`config.mk`:
```
export PLATFORM = sky130hd
export DESIGN_NAME = uart_rx_ctrl
export DESIGN_NICKNAME = d
export VERILOG_FILES = /design/src/rtl/uart_rx_ctrl.sv
export SDC_FILE = /design/constraint.sdc
export NUM_CORES = 1
export LEC_CHECK = 0
export CAP_MARGIN = 30
export CORE_ASPECT_RATIO = 1.1
export CORE_UTILIZATION = 40
export CTS_BUF_LIST = sky130_fd_sc_hd__clkbuf_4 sky130_fd_sc_hd__clkbuf_8 sky130_fd_sc_hd__clkbuf_16
export CTS_CLUSTER_SIZE = 25
export DETAILED_ROUTE_END_ITERATION = 8
export PLACE_DENSITY_LB_ADDON = 0.1
export SYNTH_ARGS = -nofsm -noshare
export SYNTH_HDL_FRONTEND = slang
export SYNTH_SLANG_ARGS = --single-unit
```
`constraint.sdc`:
```
create_clock -name clk -period 2.2 [get_ports clk]
set_input_delay 0.44 -clock clk [delete_from_list [all_inputs] [get_ports clk]]
set_output_delay 0.44 -clock clk [all_outputs]
set_load 0.005 [all_outputs]
```
`src/rtl/uart_rx_ctrl.sv`:
```
// rtl/uart_rx_ctrl.sv - UART receive bit-timing, frame check and byte holding register
module uart_rx_ctrl #(
  parameter int CLKS_PER_BIT = 16
) (
  input  logic       clk,
  input  logic       rst,
  input  logic       rx,
  input  logic       rx_done,
  input  logic [7:0] rx_data,
  output logic       baud_en,
  output logic       rx_rst,
  output logic [7:0] m_data,
  output logic       m_valid,
  input  logic       m_ready,
  input  logic       clr,
  output logic       frame_err,
  output logic       overrun,
  output logic       busy
);

  localparam int CW = $clog2(CLKS_PER_BIT);
  localparam logic [CW-1:0] HALF_M1 = CW'(CLKS_PER_BIT / 2 - 1);
  localparam logic [CW-1:0] FULL_M1 = CW'(CLKS_PER_BIT - 1);

  typedef enum logic [1:0] {IDLE, START_CHK, BITS, WAIT_HIGH} state_t;

  state_t         state;
  logic [CW-1:0]  cnt;
  logic [3:0]     idx;
  // A good stop sample latches the byte here; the holding register takes it one cycle later.
  logic           cap_pend;
  logic [7:0]     cap_byte;

  // Frame FSM: baud timing, start/stop validation, receiver resets and frame error flag.
  always_ff @(posedge clk) begin
    if (rst) begin
      state     <= IDLE;
      cnt       <= '0;
      idx       <= 4'd0;
      baud_en   <= 1'b0;
      rx_rst    <= 1'b1;
      busy      <= 1'b0;
      cap_pend  <= 1'b0;
      cap_byte  <= 8'h00;
      frame_err <= 1'b0;
    end else begin
      baud_en  <= 1'b0;
      rx_rst   <= 1'b0;
      cap_pend <= 1'b0;
      busy     <= (state != IDLE);
      if (clr) frame_err <= 1'b0;
      case (state)
        IDLE: begin
          cnt <= '0;
          idx <= 4'd0;
          if (!rx) state <= START_CHK;
        end
        START_CHK: begin
          if (cnt == HALF_M1) begin
            cnt <= '0;
            if (!rx) begin
              baud_en <= 1'b1;
              idx     <= 4'd1;
              state   <= BITS;
            end else begin
              // Start bit vanished before mid-bit: treat as line noise.
              rx_rst <= 1'b1;
              state  <= IDLE;
            end
          end else begin
            cnt <= cnt + 1'b1;
          end
        end
        BITS: begin
          if (cnt == FULL_M1) begin
            cnt <= '0;
            if (idx == 4'd9) begin
              idx <= 4'd0;
              if (rx && rx_done) begin
                baud_en  <= 1'b1;
                cap_pend <= 1'b1;
                cap_byte <= rx_data;
                state    <= IDLE;
              end else begin
                rx_rst    <= 1'b1;
                frame_err <= 1'b1;
                state     <= WAIT_HIGH;
              end
            end else begin
              baud_en <= 1'b1;
              idx     <= idx + 4'd1;
            end
          end else begin
            cnt <= cnt + 1'b1;
          end
        end
        WAIT_HIGH: begin
          // A line stuck low (break) must not look like a new start bit.
          if (rx) state <= IDLE;
        end
        default: state <= IDLE;
      endcase
    end
  end

  // Output holding register with overrun detection; a capture wins over a plain handshake.
  always_ff @(posedge clk) begin
    if (rst) begin
      m_data  <= 8'h00;
      m_valid <= 1'b0;
      overrun <= 1'b0;
    end else begin
      if (clr) overrun <= 1'b0;
      if (cap_pend) begin
        if (!m_valid || m_ready) begin
          m_data  <= cap_byte;
          m_valid <= 1'b1;
        end else begin
          overrun <= 1'b1;
        end
      end else if (m_valid && m_ready) begin
        m_valid <= 1'b0;
      end
    end
  end

endmodule

```
Yosys cells after proc, flatten, opt, wreduce, memory -nomap -nowiden --
Index checks and enable logic that the tools add are counted.
Cells by class: equality and inequality tests 13, muxes and demuxes 39, reductions and logical operators 14, $add $sub $neg 2, bitwise operators 3
Operators by type and width (number):
- $mux 4 | 6
- $pmux 4 s3 | 2
- $mux 1 | 21
- $mux 2 | 7
- $ne 2x2->1 const B | 6
- $add 4x1->4 const B | 2
- $eq 4x4->1 const B | 2
- $pmux 2 s4 | 1
- $reduce_and 4->1 | 2
- $reduce_and 5->1 | 1
- $eq 2x2->1 const B | 2
- $eq 4x3->1 const B | 1
- $pmux 1 s2 | 2
- $reduce_and 2->1 | 2
- $reduce_bool 2->1 | 2
- $reduce_or 4->1 | 1
- $not 1->1 | 3
- $reduce_bool 3->1 | 1
- $eq 2x1->1 const B | 1
- $logic_and 1x1->1 | 2
- $logic_not 2->1 | 1
- $ne 2x1->1 const B | 1
- $logic_not 1->1 | 1
- $logic_or 1x1->1 | 1
Word-level totals: output and inout bits 14, bits in registers 33, input port bits 14

Logic depth before layout (Yosys ltp) --
Gate-level depths: netlist (run 1).
depth in word-level cells 5, gate-level depth with buffers 8, mapped depth without buffers 6

Worst setup path before layout (run 1) --
Ideal clock, no wire load.
kind register to register, start register state[0], end register idx[2], clock period less this slack 1699 ps, path slack 501 ps, buffers on the path 2, stages on the path, launching flop included 9, arrival time 1581 ps, cell sequence dfxtp_1 > inv_1 > ha_1 > buf_4 > o2bb2ai_1 > and4b_1 > buf_2 > o31ai_1 > a32o_1
On the way: cells in the longest elaborated chain, start to end 3, elaborated cells between the ends (all ways) 9, those cells by class 5 x eq/ne; 1 x mux; 3 x reduce/logical
Ends and longest elaborated chain:
- from (decl) | line 27 | state_t state;
- from (signal assigned) | line 37 | state <= IDLE;
- from (signal assigned) | line 56 | if (!rx) state <= START_CHK;
- from (signal assigned) | line 64 | state <= BITS;
- $eq 2x1->1, or another cell as far along | line 52 | case (state)
- $ne 2x2->1 (no source line) / $reduce_bool 3->1 (equally long branches)
- $reduce_and 4->1 (no source line)
- to (signal assigned) | line 91 | idx <= idx + 4'd1;
- to (decl) | line 29 | logic [3:0] idx;
Several ways; a longest one is shown, not always the timed one. A chain may end at the register's enable or synchronous reset.

Worst setup path in the final report (run 1) --
Same ends and word-level chain as after synthesis.

==> results of run 1 <==
## critical path: stages, from the launching register on
cell	delay, ns
dfxtp_1	0.39
inv_1	0.10
ha_1	0.36
o2bb2ai_1	0.27
and4b_1	0.34
o31ai_1	0.10
a32o_1	0.26
## cells in the mapped netlist, types with 2 or more instances
library cell and instances:
inv_1 7, dfxtp_1 33, a21oi_1 11, ha_1 8
buf_2 2, o2bb2ai_1 2, a21o_1 2, o31ai_1 2
mux2i_1 17, or3_1 2, buf_4 3, nand2b_1 3
nand3_1 4, clkbuf_1 3, nand2_1 10, nand4b_1 2
nor2b_1 4, o21ai_0 2, and3_1 2, nor3_1 2
nor2_1 26
## area by class of cell
class	instances	area, um2	share of cell area
clock buffers	7	90.1	0.0453
inverters	7	26.3	0.0132
multi-input cells	119	851	0.427
flip-flops and latches	33	661	0.332
well taps	50	62.6	0.0314
repair buffers	31	300	0.151
## power by group through the flow
stage	sequential, uW	combinational, uW	clock (uW)
after floorplan	635	158	0
after global placement	636	219	0
after detailed placement	637	223	0
after CTS	624	225	480
after global routing	625	252	506
final	625	226	457
## per-layer routing
layer	GRT usage	vias to the layer above	part of all wire	wire length (um)
li1	-	649	-	-
met1	0.199	610	0.46	1460
met2	0.305	27	0.48	1520
met3	0.0567	4	0.044	140
met4	0.0785	0	0.016	50
met5	0	-	0	0
## cells by family after synthesis
| kind of cell | count (synthesis) | share of synthesized area |
|---|---|---|
| muxes | 17 | 0.107 |
| and+or+nand+nor | 64 | 0.228 |
| DFF | 33 | 0.414 |
| AOI/OAI and AO/OA | 30 | 0.137 |
| buffers and inverters | 16 | 0.0518 |
| adders and majority gates | 8 | 0.0628 |
## metrics by stage
stage / setup WS, ns / hold slack, ns / area [um2] / utilization
2_1_floorplan: 0.501 / 0.460 / 1590 / -
3_3_place_gp: 0.154 / 0.468 / 1900 / 0.508
3_5_place_dp: 0.110 / 0.485 / 1900 / 0.508
4_1_cts: 0.298 / 0.501 / 1990 / 0.532
5_1_grt: 0.145 / 0.534 / 1990 / 0.532
6_report: 0.267 / 0.495 / 1990 / 0.532
## final timing paths
| kind | cells after the start | endpoint |
|---|---|---|
| worst min-delay path | 2 | cap_byte[0]$_SDFFE_PP0P_ |
| worst max register to register | 6 | idx[2]$_SDFFE_PP0P_ |
| worst max-delay path | 6 | idx[2]$_SDFFE_PP0P_ |
| worst min register to register | 2 | cap_byte[0]$_SDFFE_PP0P_ |
## placed cells by master, fill, tap and decap left out, types with 6 or more instances in the layout
| master | count |
|---|---|
| clkbuf_8 | 6 |
| nand2_1 | 10 |
| mux2i_1 | 17 |
| nor2_1 | 26 |
| dfxtp_1 | 33 |
| inv_1 | 7 |
| a21oi_1 | 11 |
| ha_1 | 8 |
| clkdlybuf4s50_1 | 27 |
## sequential cells by signal, indices dropped and copies added, names as in the netlist
| name | cells |
|---|---|
| overrun | 1 |
| cap_pend | 1 |
| busy | 1 |
| baud_en | 1 |
| m_data | 8 |
| rx_rst | 1 |
| cap_byte | 8 |
| m_valid | 1 |
| frame_err | 1 |
| state | 2 |
| idx | 4 |
| cnt | 4 |
==> metrics.txt, run 1 <==
HPWL after DPL=2340 um; TritonCTS clock tree=built; antenna violations before repair=0; Max Root-Sink Buffers=2; antenna-violating nets left=0; Power Dens Cells=657 nW/um2; outcome=completed; crit path time final=1.93 ns; GPL Wtd Cong=roughly 0.85; global route overflow=0; Fin. Hold Viols=0; Critical path origin=state[0]$_SDFFE_PP0P_; final net count=219; hold_buf cts=0; Placed Cells=between 200 and 250; RSZ-0062 raised after global routing=false; Yosys warning total=0; Root Driver=clkbuf_8; Syn Nets=190; Die W=62.2 um; WP data arrival=~2.1 ns; Starting DRT DRC Count=105; Hold Crit Class=reg2reg; Internal Power=between 900 and 1000 uW; CP required=2.37 ns; diode count=0; Worst-path clk slew=approximately 0.060 ns; H-tree levels=2; clock sink count=33; Area Overhead vs Synth=24.9%; Initial Util=0.426; largest fanout on the critical path=10; via-per-instance ratio=roughly 5.2; die height=68.2 um; max-cap viol count=0; Skew-Pair Late Insertion Delay=0.28 ns; Die Footprint=4240 um2; Slew @ Worst Pin=approximately 0.42 ns; final worst path period share=0.879; count of different cell masters after synthesis=42; Synth top area share=0.414; DRC=0; drt wl/cell=12.8 um; pin count of the biggest net entering global routing=19; Switching Share=0.259; CTS resizes=0; global-route wire length before repair=around 5700 um; Final Skew=~0.0024 ns; Power Total=1310 uW; Switch Pwr=about 340 uW; synthesized cell area=1590 um2; Comb pwr share=0.173; clock share of power=0.350; WL final=3170 um; Mapped Avg Cell Area=9.49 um2; CORE AREA=3740 um2; FILL cells=363; Seq cells post-synth=33; dominant cells by area after synthesis=dfxtp_1, mux2i_1, ha_1; post-synthesis sequential area ratio=0.414; layout cells sized above 1=0.0863; f_max=0.517 GHz; worst rel slew slack=0.718; Port Buffers=27; leading area contributor after synthesis=dfxtp_1; vias=approximately 1300; Post-CTS Setup Bufs=0; r2r startpoint=state[0]$_SDFFE_PP0P_; Core Rows=23; final setup fails=0; Hold Path Origin=cap_byte[0]$_SDFFE_PP0P_; Worst Setup Start Kind=flip-flop; Finished Layout Cells=247; number of global-route vias before repair=1322; share of power burned in registers=0.478; crit end category=flip-flop; Syn Inst Count=168; I/O Pins=28; Worst R2R Setup Slack=around 0.27 ns; drt first pass iters=4; GRT Total Usage=0.175; max-slew violations=0; critical path class=reg2reg; CTS Buf Count=5; Most used DFF post-synth=dfxtp_1; EDFF count, synth=0; setup TNS=0 ns; VDD IR max=468 uV; Static Leak=0.000845 uW; asr flop ratio synth=0
Power figures use the tool's default switching activity.
==> run 2: changes to the inputs <==
--- a/config.mk
+++ b/config.mk
@@ -9,7 +9,7 @@
 export CORE_ASPECT_RATIO = 1.1
 export CORE_UTILIZATION = 40
 export CTS_BUF_LIST = sky130_fd_sc_hd__clkbuf_4 sky130_fd_sc_hd__clkbuf_8 sky130_fd_sc_hd__clkbuf_16
-export CTS_CLUSTER_SIZE = 25
+export CTS_CLUSTER_SIZE = 24
 export DETAILED_ROUTE_END_ITERATION = 8
 export PLACE_DENSITY_LB_ADDON = 0.1
 export SYNTH_ARGS = -nofsm -noshare
==> constraint.sdc (replaced) <==
create_clock -name clk -period 1.5 [get_ports clk]
set_input_delay 0.3 -clock clk [delete_from_list [all_inputs] [get_ports clk]]
set_output_delay 0.3 -clock clk [all_outputs]
set_load 0.005 [all_outputs]
==> run 2 against run 1 <==
The flow now finishes with violations (setup timing). Clock skew increased by 0.0033 ns. Critical path depth stayed put. Global-route usage is 1.5 points higher. Wire length up 18%. Maximum frequency is 23% higher. Core utilization up 12 points. Hold slack got worse by 0.0024 ns. Worst setup slack worse by 0.34 ns. Sequential share of layout area decreased by 5.7 points. Sequential cell count unchanged. Critical endpoint is now cnt[0]$_SDFFE_PP0P_. Largest power group unchanged.
==> metrics.txt, run 2 (synthesis gave the netlist of run 1 again) <==
outcome=finished with violations (was completed); failing checks=setup timing; max-cap viol count=0 (unchanged); crit path time final=1.57 ns (was 1.93 ns); Starting DRT DRC Count=64 (was 105); Reg2Reg Depth=6 (unchanged); FILL cells=310 (was 363); final worst path period share=1.05 (was 0.879); global route overflow=0 (unchanged); clock sink count=33 (unchanged); Finished Layout Cells=276 (was 247); worst rel slew slack=0.760 (was 0.718); Initial Util=0.426 (unchanged); HPWL after DPL=2680 um (was 2340 um); die height=68.2 um (unchanged); number of global-route vias before repair=1342 (was 1322); WHS Path Cells=2 (unchanged); WP data arrival=1.78 ns (was 2.10 ns); Die Footprint=4240 um2 (unchanged); RSZ-0062 raised after global routing=true (was false); Fin. Hold Viols=0 (unchanged); DRC=0 (unchanged); final setup fails=4 (was 0); GR Layer Usage met1=0.211 (was 0.199); Worst R2R Setup Slack=-0.07 ns (was 0.27 ns); antenna-violating nets left=0 (unchanged); cell area after layout=2430 um2 (was 1990 um2); antenna violations before repair=0 (unchanged); Port Buffers=27 (unchanged); r2r startpoint=state[0]$_SDFFE_PP0P_ (unchanged); most common cell after layout, fill and taps aside=dfxtp_1 (unchanged); WL final=3740 um (was 3170 um); M3 GR Usage=0.0350 (was 0.0567); TritonCTS clock tree=built (unchanged); biggest regs=cap_byte (8), m_data (8) (unchanged); CTS Buf Count=5 (unchanged); Slew @ Worst Pin=0.359 ns (was 0.423 ns); Hold Crit Class=reg2reg (unchanged); critical path class=reg2reg (unchanged); most frequent cells in the layout=dfxtp_1, buf_4, nor2_1, clkdlybuf4s50_1, mux2i_1 (was dfxtp_1, clkdlybuf4s50_1, nor2_1); drt wl/cell=13.5 um (was 12.8 um); setup TNS=-0.132 ns (was 0 ns); met2 usage=0.363 (was 0.305); final net count=247 (was 219); global-route wire length before repair=6200 um (was 5730 um); via-per-instance ratio=5.01 (was 5.22); Skew-Pair Late Insertion Delay=0.28 ns (about the same); Power Dens Cells=987 nW/um2 (was 657 nW/um2); H-tree levels=2 (unchanged); max-slew violations=0 (unchanged); Placed Cells=264 (was 240); Worst Setup Start Kind=flip-flop (unchanged); diode count=0 (unchanged); CORE AREA=3740 um2 (unchanged); final cell utilization of the core=0.649 (was 0.532); Max Root-Sink Buffers=2 (unchanged); pin count of the biggest net entering global routing=19 (unchanged); drt first pass iters=4 (unchanged); CP required=1.71 ns (was 2.37 ns); Worst-path clk slew=0.07 ns (was 0.06 ns); GRT busiest layer=met2 (unchanged); Static Leak=0.00102 uW (was 0.000845 uW); Final WS setup=-0.0707 ns (was 0.267 ns); GPL Wtd Cong=0.828 (was 0.852); worst hold endpoint=m_data[7]$_SDFFE_PP0P_ (was cap_byte[0]$_SDFFE_PP0P_); Power Total=2400 uW (was 1310 uW); crit end category=flip-flop (unchanged); Core Rows=23 (unchanged); Die W=62.2 um (unchanged); VDD IR max=678 uV (was 468 uV); Final Skew=0.00563 ns (was 0.00235 ns); I/O Pins=28 (unchanged); Area Overhead vs Synth=52.3% (was 24.9%); Critical R2R Capture=cnt[0]$_SDFFE_PP0P_ (was idx[2]$_SDFFE_PP0P_); Hold Path Origin=m_data[7]$_SDFFE_PP0P_ (was cap_byte[0]$_SDFFE_PP0P_); f_max=0.637 GHz (was 0.517 GHz); layout cells sized above 1=0.310 (was 0.0863); Root Driver=clkbuf_8 (unchanged); GRT Total Usage=0.190 (was 0.175); largest fanout on the critical path=4 (was 10); placed cell area=2150 um2 (was 1900 um2); vias=1383 (was 1290)
## run 2: stage by stage
step | hold WS [ns] | setup slack (ns)
after floorplan | 0.447 | -0.0592
after global placement | 0.473 | -0.251
after detailed placement | 0.480 | -0.306
after CTS | 0.500 | -0.0369
after global routing | 0.525 | -0.111
final | 0.492 | -0.0707
## run 2: how the worst max path moves through the flow
stage | start | end | slack [ns]
detailed placement | rx | cap_byte[3]$_SDFFE_PP0P_ | -0.31
global route | state[1]$_SDFFE_PP0P_ | idx[2]$_SDFFE_PP0P_ | -0.11
floorplan | state[1]$_SDFFE_PP0P_ | cnt[2]$_SDFFE_PP0P_ | -0.06
CTS | state[0]$_SDFFE_PP0P_ | cnt[0]$_SDFFE_PP0P_ | -0.04
finish | state[0]$_SDFFE_PP0P_ | cnt[0]$_SDFFE_PP0P_ | -0.07
global placement | rx | idx[2]$_SDFFE_PP0P_ | -0.25
## run 2: cell type report
cell class              count  area [um2]  share of cell area
well taps                  50        62.6              0.0258
inverters                   7        36.3              0.0149
flip-flops and latches     33         668               0.275
multi-input cells         119         990               0.408
repair buffers             59         551               0.227
clock buffers               6        82.6              0.0340
clock inverters             2        37.5              0.0155
## run 2: routing by layer
metal / vias to the layer above / share of wire
met4: 0 / 0.020
li1: 705 / -
met3: 8 / 0.024
met2: 22 / 0.53
met1: 648 / 0.42
met5: - / 0
## run 2: report_power, final
group / leakage, uW / internal [uW] / switching (uW)
sequential: 0.000268 / 901 / 29.3
combinational: 0.000693 / 322 / 270
clock: 0.0000574 / 540 / 335
total: 0.00102 / 1760 / 634
## run 2: repair_timing
item,4_1_cts,5_1_grt
setup buffers,2,2
hold buffers,0,0
endpoints found under the setup margin,15,16
gates resized for setup,17,14
pin swaps,6,11
## run 2: critical path: stages (launching register included)
cell and delay [ns]:
dfxtp_4 0.40, inv_6 0.05, ha_4 0.27, o21ai_2 0.06, a41o_1 0.22, or3_1 0.36, a21oi_2 0.13
